===== config.mk =====
export PLATFORM = sky130hd
export DESIGN_NAME = fsm_stim_driver
export DESIGN_NICKNAME = d
export VERILOG_FILES = /design/src/rtl/fsm_stim_driver.sv
export SDC_FILE = /design/constraint.sdc
export NUM_CORES = 1
export LEC_CHECK = 0
export CAP_MARGIN = 20
export CORE_ASPECT_RATIO = 0.8
export CORE_UTILIZATION = 50
export DETAILED_ROUTE_END_ITERATION = 12
export DONT_BUFFER_PORTS = 1
export PLACE_DENSITY = 0.77
export SKIP_CTS_REPAIR_TIMING = 1
export SLEW_MARGIN = 20
export SYNTH_ARGS = -nofsm -noshare
export SYNTH_HDL_FRONTEND = slang
export SYNTH_SLANG_ARGS = --single-unit

===== constraint.sdc =====
create_clock -name clk -period 2.1 [get_ports clk]
set_input_delay 0.105 -clock clk [delete_from_list [all_inputs] [get_ports clk]]
set_output_delay 0.105 -clock clk [all_outputs]
set_load 0.05 [all_outputs]

===== src/rtl/fsm_stim_driver.sv =====
// Command-driven stimulus/check engine for a 2-input, 2-bit-state control FSM.
// Optional saturating mismatch counter on err_cnt: define FSM_STIM_ERR_CNT_EN.
module fsm_stim_driver #(
    parameter int unsigned CNT_W      = 8,
    parameter int unsigned CHK_SETTLE = 1
) (
    input  logic             clk,
    input  logic             reset_n,
    input  logic             cmd_valid,
    output logic             cmd_ready,
    input  logic             cmd_a,
    input  logic             cmd_b,
    input  logic             cmd_rst,
    input  logic [CNT_W-1:0] cmd_hold,
    input  logic             cmd_chk,
    input  logic [1:0]       cmd_exp,
    output logic             tgt_a,
    output logic             tgt_b,
    output logic             tgt_reset,
    input  logic [1:0]       tgt_state,
    output logic             rsp_valid,
    input  logic             rsp_ready,
    output logic             rsp_pass,
    output logic [1:0]       rsp_state
`ifdef FSM_STIM_ERR_CNT_EN
    ,
    output logic [CNT_W-1:0] err_cnt
`endif
);

    localparam int unsigned SET_W = 2;

    typedef enum logic [1:0] {
        IDLE   = 2'd0,
        DRIVE  = 2'd1,
        SETTLE = 2'd2,
        RESP   = 2'd3
    } state_e;

    state_e             state_q, state_d;
    logic [CNT_W-1:0]   hold_q, hold_d;
    logic [SET_W-1:0]   settle_q, settle_d;
    logic               chk_q, chk_d;
    logic [1:0]         exp_q, exp_d;
    logic               cmd_ready_d;
    logic               tgt_a_d, tgt_b_d, tgt_reset_d;
    logic               rsp_valid_d, rsp_pass_d;
    logic [1:0]         rsp_state_d;
    logic               accept_c;
    logic               mismatch_c;
    logic               sample_c;

    assign accept_c   = cmd_valid && cmd_ready;
    assign mismatch_c = chk_q && (tgt_state != exp_q);

    // Next-state and next-output decode
    always_comb begin
        state_d     = state_q;
        hold_d      = hold_q;
        settle_d    = settle_q;
        chk_d       = chk_q;
        exp_d       = exp_q;
        tgt_a_d     = tgt_a;
        tgt_b_d     = tgt_b;
        tgt_reset_d = tgt_reset;
        rsp_valid_d = rsp_valid;
        rsp_pass_d  = rsp_pass;
        rsp_state_d = rsp_state;
        sample_c    = 1'b0;

        case (state_q)
            IDLE: begin
                if (accept_c) begin
                    hold_d      = (cmd_hold == '0) ? CNT_W'(1) : cmd_hold;
                    chk_d       = cmd_chk;
                    exp_d       = cmd_exp;
                    tgt_a_d     = cmd_a;
                    tgt_b_d     = cmd_b;
                    tgt_reset_d = cmd_rst;
                    state_d     = DRIVE;
                end
            end
            DRIVE: begin
                if (hold_q <= CNT_W'(1)) begin
                    tgt_reset_d = 1'b0;
                    settle_d    = SET_W'(CHK_SETTLE - 1);
                    state_d     = SETTLE;
                end else begin
                    hold_d = hold_q - CNT_W'(1);
                end
            end
            SETTLE: begin
                if (settle_q == '0) begin
                    sample_c    = 1'b1;
                    rsp_state_d = tgt_state;
                    rsp_pass_d  = !mismatch_c;
                    rsp_valid_d = 1'b1;
                    state_d     = RESP;
                end else begin
                    settle_d = settle_q - SET_W'(1);
                end
            end
            RESP: begin
                if (rsp_ready) begin
                    rsp_valid_d = 1'b0;
                    state_d     = IDLE;
                end
            end
            default: state_d = IDLE;
        endcase

        cmd_ready_d = (state_d == IDLE);
    end

    always_ff @(posedge clk or negedge reset_n) begin
        if (!reset_n) begin
            state_q   <= IDLE;
            hold_q    <= '0;
            settle_q  <= '0;
            chk_q     <= 1'b0;
            exp_q     <= '0;
            cmd_ready <= 1'b0;
            tgt_a     <= 1'b0;
            tgt_b     <= 1'b0;
            tgt_reset <= 1'b0;
            rsp_valid <= 1'b0;
            rsp_pass  <= 1'b0;
            rsp_state <= '0;
        end else begin
            state_q   <= state_d;
            hold_q    <= hold_d;
            settle_q  <= settle_d;
            chk_q     <= chk_d;
            exp_q     <= exp_d;
            cmd_ready <= cmd_ready_d;
            tgt_a     <= tgt_a_d;
            tgt_b     <= tgt_b_d;
            tgt_reset <= tgt_reset_d;
            rsp_valid <= rsp_valid_d;
            rsp_pass  <= rsp_pass_d;
            rsp_state <= rsp_state_d;
        end
    end

`ifdef FSM_STIM_ERR_CNT_EN
    // Saturating mismatch counter, updated on the response-launch edge
    always_ff @(posedge clk or negedge reset_n) begin
        if (!reset_n) begin
            err_cnt <= '0;
        end else if (sample_c && mismatch_c && (err_cnt != '1)) begin
            err_cnt <= err_cnt + CNT_W'(1);
        end
    end
`endif

endmodule

======== Word-level counts from Yosys, hierarchy flattened ========
Index checks and enable logic that the tools add are counted.
W data, S select, Z words.
word-level totals
  register bits ........................... 23
  logic and storage cells ................. 59
cells by class
  $add $sub $neg .......................... 2
  order comparisons ....................... 1
  eq/ne operators ......................... 10
  mux-type cells .......................... 18
  reduce and logical (&&, ||, !) cells .... 16
operators by type and width
  cell                   number
  $mux W8                3
  $pmux W8 S2            1
  $mux W2                6
  $ne A2 B2 Y1 const B   6
  $reduce_and A3 Y1      4
  $le A8 B1 Y1 const B   1
  $logic_not A8 Y1       1
  $pmux W2 S4            1
  $sub A8 B1 Y8 const B  1
  $logic_not A2 Y1       3
  $reduce_bool A2 Y1     3
  $eq A2 B2 Y1 const B   2
  $mux W1                4
  $pmux W1 S2            2
  $pmux W2 S2            1
  $reduce_and A2 Y1      2
  $eq A2 B1 Y1 const B   1
  $logic_and A1 B1 Y1    2
  $ne A2 B2 Y1           1
  $sub A2 B1 Y2 const B  1
  $logic_not A1 Y1       1

======== Longest topological paths before layout ========
Gate-level depths: netlist of run 1.
  word-level depth ........................ 4
  depth in mapped cells ................... 7
  depth with buffers taken out ............ 6

======== Least setup slack after synthesis of run 1 ========
No wires, ideal clock.
  kind .................................... flip-flop to flip-flop
  start point ............................. reg hold_q[0]
  end point ............................... reg hold_q[3]
  arrival time ............................ 1.463 ns
  slack ................................... 0.550 ns
  stages on the path, launching flop included .. 7
  buffers on the path ..................... 0
  period minus slack after synthesis ...... 1.550 ns
  path through ............................ dfrtp_1 -> inv_1 -> ha_1 -> or2_2 -> a31oi_1 -> nor2_4 -> o211ai_1
between the ends
  longest elaborated chain between the ends .. 3
  elaborated cells on any way between the ends .. 6
  those cells by class .................... add/sub: 1; order compare: 1; eq/ne: 1; mux: 2; reduce/logical: 1
ends and longest elaborated chain
  element                                                  line    RTL
  from (decl)                                              41      logic [CNT_W-1:0] hold_q, hold_d;
  from (signal assigned)                                   131     hold_q <= hold_d;
  $sub A8 B1 Y8 / $le A8 B1 Y1 (equally long branches)     89, 84
  $mux W8 / $ne A2 B2 Y1 (equally long branches)           n/a
  $pmux W8 S2 / $reduce_and A3 Y1 (equally long branches)  n/a
Parallel ways exist; a longest one is shown, timed or not. The select of a mux whose other input is x is not followed.
A chain may end at the register's enable or synchronous reset.

======== Worst setup path after layout of run 1 ========
  start point ............................. reg hold_q[0]
  end point ............................... reg hold_q[2]
The elaborated chain is that of the path after synthesis.

==> summary.md, run 1 <==
| Metric | Value |
|---|---|
| Status | `finished, violations left` |
| Violated checks | `negative hold slack` |
| Global route overflow | `0` |
| Layout fillers | `179` |
| Worst vdd ir | `~630 uV` |
| Final instance area | `around 1400 um^2` |
| Worst-path cell chain | `inv_1 > ha_1 > or2_2 > a31oi_1 > nor2_4 > o221ai_1` |
| Area post-placement | `~1300 um^2` |
| Synth unique cells | `40` |
| H-tree depth | `1` |
| Pleak | `around 0.64 nW` |
| PD cells | `between 1000 and 1500 nW/um^2` |
| Cell total after placement | `~170` |
| Relative slew slack | `64.24%` |
| Bufs and invs on worst path | `1` |
| Synthesized netlist cell count | `137` |
| CTS tree | `done` |
| Maximum fanout along the worst path | `7` |
| Seq/Total Area, Yosys | `45.19%` |
| Clock Sink Count | `23` |
| Vias in the first global route | `just over 900` |
| Final Max Tran Viols | `0` |
| Pre-CTS setup slack | `approximately 0.38 ns` |
| GP Congestion | `0.8523` |
| Residual DRC | `0` |
| Nets | `172` |
| Skew-Pair Late Insertion Delay | `~0.32 ns` |
| Worst R2R Setup Slack | `approximately 0.30 ns` |
| Die W | `58.43 um` |
| Tcrit/Tclk final | `85.77%` |
| Register clock-pin slew on the reported worst setup and hold paths | `about 0.13 ns` |
| # setup viols final | `0` |
| CP peak stage delay | `0.41 ns` |
| Die Ht | `about 47 um` |
| CP delay by family, top | `compound AO/OA/AOI/OAI gates` |
| Antenna cells | `0` |
| Layout area overhead | `13.46%` |
| Most frequent cells in the layout | `nand2_1, dfrtp_1, dlygate4sd3_1` |
| Initial antenna violation count | `0` |
| Pin count of the biggest net entering global routing | `24` |
| DR iter-0 viols | `60` |
| Port bufs | `0` |
| Synth Net Count | `160` |
| R2r endpoint | `hold_q[2]` |
| Worst Hold Launch | `cmd_hold[5]` |
| Initial core utilization | `roughly 56%` |
| Reg area | `around 580 um^2` |
| 1st-pass router iterations | `4` |
| Hold endpoint | `hold_q[5]` |
| Register bit total from synthesis | `23` |
| Final min period | `~1.8 ns` |
| Least-Margin Pin Slew | `roughly 0.53 ns` |
| Routed WL per cell | `~15 um` |
| CP Capture Type | `register` |
| Setup CP Type | `register to register` |
| Row count | `15` |
| Clock Path Buffers | `2` |
| TNS Setup | `0 ns` |
| Root Buffer Master | `clkbuf_4` |
| Hold Vio Cnt, Final | `1` |
| DRT Wirelength | `2656 um` |
| Startpoint Class | `register` |
| Area of the multi-input gates | `between 600 and 700 um^2` |
| Ratio of cells with drive above 1 in the final layout | `between 10% and 20%` |
| Most common cell after layout, fill and taps aside | `nand2_1` |
| Overall Global Routing Usage | `approximately a fifth` |
| RSZ-0062 raised after global routing | `false` |
| Final ANT Viol Nets | `0` |
| Ports | `28` |
| Worst Hold Depth | `2` |
| Final core utilization | `about 64%` |
| Synth Warn # | `0` |
| First-pass GRT wire length | `roughly 4000 um` |
| Syn_area_per_cell | `approximately 9.3 um^2` |
| DR vias/cell | `5.725` |
| Fin worst setup slack | `approximately 0.3 ns` |
| Power Total | `2.079 mW` |
| Area of the mapped netlist | `roughly 1300 um^2` |
| Core area | `2271 um^2` |
| Final hold slack | `-0.01777 ns` |
| Min-Delay Path Class | `primary input to register` |
| Fmax | `between 500 and 600 MHz` |
| Worst EP required | `approximately 2.3 ns` |
| Via Count | `between 1000 and 1500` |
| Finished Layout Cells | `roughly 180` |
| Max_cap viols | `0` |
| R2R Path Start | `hold_q[0]` |
| Clock Skew | `roughly 0.013 ns` |
| Slowest-stage cell, CP | `dfrtp_1` |
| HPWL after detailed placement | `1789 um` |
| Total CTS buffers | `3` |
| Worst EP arrival | `slightly above 2 ns` |
| Die Area | `roughly 2800 um^2` |
| R2r worst-path depth | `6` |
## kinds of logic after synthesis
logic type	synth area share, %
AO/OA/AOI/OAI	16.01
flip-flops	45.19
multiplexers	4.224
XOR/XNOR	1.375
AND/OR/NAND/NOR	25.15
adder cells (fa/ha/maj)	2.947
buffers and inverters	5.107
## registers in the layout (all words and copies together), names as in the netlist, 2 cells and up
name / cells
hold_q: 8
state_q: 2
rsp_state: 2
exp_q: 2
settle_q: 2
## where the power goes
group | switching (mW) | total (mW) | leakage, nW | internal [mW]
clock | 0.135 | 0.206 | 0.0177 | 0.0713
combinational | 0.469 | 0.837 | 0.343 | 0.368
sequential | 0.408 | 1.04 | 0.277 | 0.627
## Yosys cell counts
| master | instances | area (um^2) |
|---|---|---|
| a21o_1 | 2 | 15.01 |
| o22ai_1 | 1 | 6.260 |
| nor4_1 | 2 | 12.51 |
| clkbuf_2 | 1 | 5.000 |
| o311a_1 | 1 | 10.01 |
| ha_1 | 3 | 37.54 |
| nand2_1 | 29 | 108.9 |
| nand3b_1 | 2 | 15.01 |
| o21bai_1 | 1 | 7.510 |
| or4_4 | 1 | 11.26 |
| or3_1 | 1 | 6.260 |
| or2_2 | 1 | 6.260 |
| nor2_4 | 1 | 11.26 |
| o221ai_1 | 1 | 8.760 |
| a2bb2oi_1 | 1 | 8.760 |
| o32ai_1 | 1 | 8.760 |
| xor2_1 | 2 | 17.52 |
| inv_1 | 5 | 18.77 |
| buf_2 | 3 | 15.01 |
| o21ai_0 | 4 | 20.02 |
| nor2_1 | 7 | 26.28 |
| nand2b_1 | 3 | 18.77 |
| nor3_1 | 3 | 15.01 |
| mux2i_1 | 2 | 20.02 |
| dfrtp_1 | 23 | 575.6 |
| o21ai_1 | 1 | 5.000 |
| nor2b_1 | 1 | 6.260 |
| o31a_1 | 1 | 8.760 |
| a31oi_1 | 2 | 12.51 |
| nor4_4 | 1 | 21.27 |
| o211ai_2 | 1 | 12.51 |
| buf_6 | 2 | 22.52 |
| o21a_1 | 1 | 7.510 |
| mux2_2 | 3 | 33.78 |
| clkbuf_1 | 1 | 3.750 |
| nand3_1 | 7 | 35.03 |
| a21oi_1 | 7 | 35.03 |
| and3_1 | 2 | 12.51 |
| o211ai_1 | 5 | 37.54 |
| nand2b_4 | 1 | 13.76 |
## how the worst max path moves through the flow
stage	start	end	slack (ns)	cells past startpoint
CTS	hold_q[0]	hold_q[2]	0.35	6
global placement	hold_q[0]	hold_q[2]	0.46	6
floorplan	hold_q[0]	hold_q[3]	0.55	6
finish	hold_q[0]	hold_q[2]	0.30	6
detailed placement	hold_q[0]	hold_q[2]	0.38	6
global route	hold_q[0]	hold_q[2]	0.23	6
## worst register-to-register path, cell delays in order, from the launching register on
cell and delay [ns]:
dfrtp_1 0.41, inv_1 0.09, ha_1 0.23, or2_2 0.30, a31oi_1 0.37, nor2_4 0.11
o221ai_1 0.20
## metal layers
metal,up-vias,GRT usage (%),wire length (um)
met5,-,0,0
met4,0,4.286,34
met3,6,5.510,161
met2,37,32.87,1255
met1,496,26.47,1204
li1,503,-,-
## cell type report
class,count,share of cell area [%]
well taps,34,2.944
multi-input cells,102,43.81
inverters,5,1.299
repair buffers,14,10.22
clock inverters,1,0.3463
flip-flops and latches,23,39.83
clock buffers,3,1.558
No activity file was read; power rests on OpenSTA's default activity.
==> inputs of run 2 (changes only) <==
--- a/config.mk
+++ b/config.mk
@@ -5,9 +5,10 @@
 export SDC_FILE = /design/constraint.sdc
 export NUM_CORES = 1
 export LEC_CHECK = 0
-export CAP_MARGIN = 20
 export CORE_ASPECT_RATIO = 0.8
+export CORE_MARGIN = 3
 export CORE_UTILIZATION = 50
+export CTS_BUF_LIST = sky130_fd_sc_hd__clkbuf_4 sky130_fd_sc_hd__clkbuf_8
 export DETAILED_ROUTE_END_ITERATION = 12
 export DONT_BUFFER_PORTS = 1
 export PLACE_DENSITY = 0.77
==> run 2 against run 1 <==
Compared with the run above: the run now ends clean; register-to-register slack about the same; highest routed layer unchanged; first-iteration DRC count unchanged; sequential share of layout area decreased by 0.27 points; clock power decreased by 2%.
==> summary.md, run 2 (synthesis gave the netlist of run 1 again) <==
| Metric | Value |
|---|---|
| # setup viols final | `0` |
| Residual DRC | `0` |
| Layout fillers | `around 200` |
| Most common cell after layout, fill and taps aside | `nand2_1` |
| Routed WL per cell | `15.23 um` |
| Max_cap viols | `0` |
| Die Ht | `51.15 um` |
| Final Max Tran Viols | `0` |
| Least-Margin Pin Slew | `approximately 0.55 ns` |
| Core area | `roughly 2300 um^2` |
| Startpoint Class | `register` |
| Ratio of cells with drive above 1 in the final layout | `~10%` |
| Overall Global Routing Usage | `between 10% and 20%` |
| Layout area overhead | `14.24%` |
| Clock Sink Count | `23` |
| Register clock-pin slew on the reported worst setup and hold paths | `~0.12 ns` |
| Final ANT Viol Nets | `0` |
| Pin count of the biggest net entering global routing | `24` |
| Die W | `62.43 um` |
| First-pass GRT wire length | `4153 um` |
| Row count | `15` |
| Initial antenna violation count | `0` |
| Fin worst setup slack | `approximately 0.31 ns` |
| Nets | `173` |
| Min-Delay Path Class | `primary input to register` |
| HPWL after detailed placement | `1901 um` |
| CP Capture Type | `register` |
| Clock Skew | `a little under 0.007 ns` |
| CTS tree | `done` |
| Clock Path Buffers | `2` |
| Skew-Pair Late Insertion Delay | `between 0.3 and 0.4 ns` |
| TNS Setup | `0 ns` |
| Fmax | `roughly 560 MHz` |
| Most frequent cells in the layout | `nand2_1, dfrtp_1, dlygate4sd3_1` |
| Final min period | `about 1.8 ns` |
| Root Buffer Master | `clkbuf_4` |
| DR iter-0 viols | `60` |
| Initial core utilization | `between 50% and 60%` |
| RSZ-0062 raised after global routing | `false` |
| Die Area | `3193 um^2` |
| Port bufs | `0` |
| Via Count | `1047` |
| Largest register FFs | `8` |
| Largest register by flop count | `hold_q` |
| DR vias/cell | `5.721` |
| Global route overflow | `0` |
| Tcrit/Tclk final | `a little under nine tenths` |
| 1st-pass router iterations | `4` |
| Ports | `28` |
| Worst EP required | `2.31 ns` |
| Hold Vio Cnt, Final | `0` |
| Total CTS buffers | `3` |
| Status | `finished clean` |
| Reg area | `around 580 um^2` |
| Vias in the first global route | `~900` |
| Pleak | `approximately 0.64 nW` |
| DRT Wirelength | `roughly 2800 um` |
| Antenna cells | `0` |
| Maximum fanout along the worst path | `7` |
| Worst EP arrival | `2.00 ns` |
| Area of the multi-input gates | `about 630 um^2` |
| Worst vdd ir | `around 600 uV` |
| Pre-CTS setup slack | `between 0.3 and 0.4 ns` |
| PD cells | `1434 nW/um^2` |
| H-tree depth | `1` |
| Setup CP Type | `register to register` |
| Relative slew slack | `between 60% and 70%` |
| GP Congestion | `0.7901` |
==> run 2: changes by cell type in the layout (fill, tap and decap cells not counted) <==
cell / change
dlygate4sd3_1: +1
==> run 2: per-stage QoR <==
step	cell area [um^2]	cells	total power, mW	utilization (%)	hold slack (ns)
3_5_place_dp	1277	165	1.851	55.79	-0.1901
3_3_place_gp	1277	165	1.802	55.79	-0.1901
5_1_grt	1455	183	2.228	63.55	0.001452
4_1_cts	1305	169	2.054	56.99	-0.5410
6_report	1455	183	2.087	63.55	0.01423
2_1_floorplan	1274	137	1.710	-	-0.1906
==> run 2: final cells by class <==
class / instances / share of cell area [%]
multi-input combinational: 102 / 43.51
clock inverter: 1 / 0.3439
tap: 34 / 2.923
sequential: 23 / 39.55
inverter: 5 / 1.290
timing repair buffer: 15 / 10.83
clock buffer: 3 / 1.548
==> run 2: layer usage <==
metal | global-route usage [%] | wire (um) | vias to the layer above
li1 | - | - | 503
met4 | 3.297 | 63 | 0
met2 | 28.14 | 1308 | 53
met3 | 7.033 | 236 | 6
met5 | 0 | 0 | -
met1 | 19.86 | 1179 | 485
==> run 2: final timing paths <==
kind,start,end,slack [ns],depth (start not counted)
min reg2reg,exp_q[1],exp_q[1],0.52,2
max reg2reg,hold_q[0],hold_q[2],0.31,6
max,hold_q[0],hold_q[2],0.31,6
min in group asynchronous,reset_n,rsp_state[0],0.20,2
max in group asynchronous,reset_n,hold_q[0],1.76,2
min,cmd_hold[1],hold_q[1],0.01,2
==> run 2: critical path, cell delays in order, from the launching register on <==
cell and delay (ns):
dfrtp_1 0.40, inv_1 0.08, ha_1 0.22, or2_2 0.31
a31oi_1 0.37, nor2_4 0.11, o221ai_1 0.21
==> run 2: power by group <==
part	total (mW)	switching [mW]	internal [mW]
Combinational	0.851	0.483	0.368
Sequential	1.03	0.407	0.627
Clock	0.201	0.130	0.0711
Total	2.09	1.02	1.07
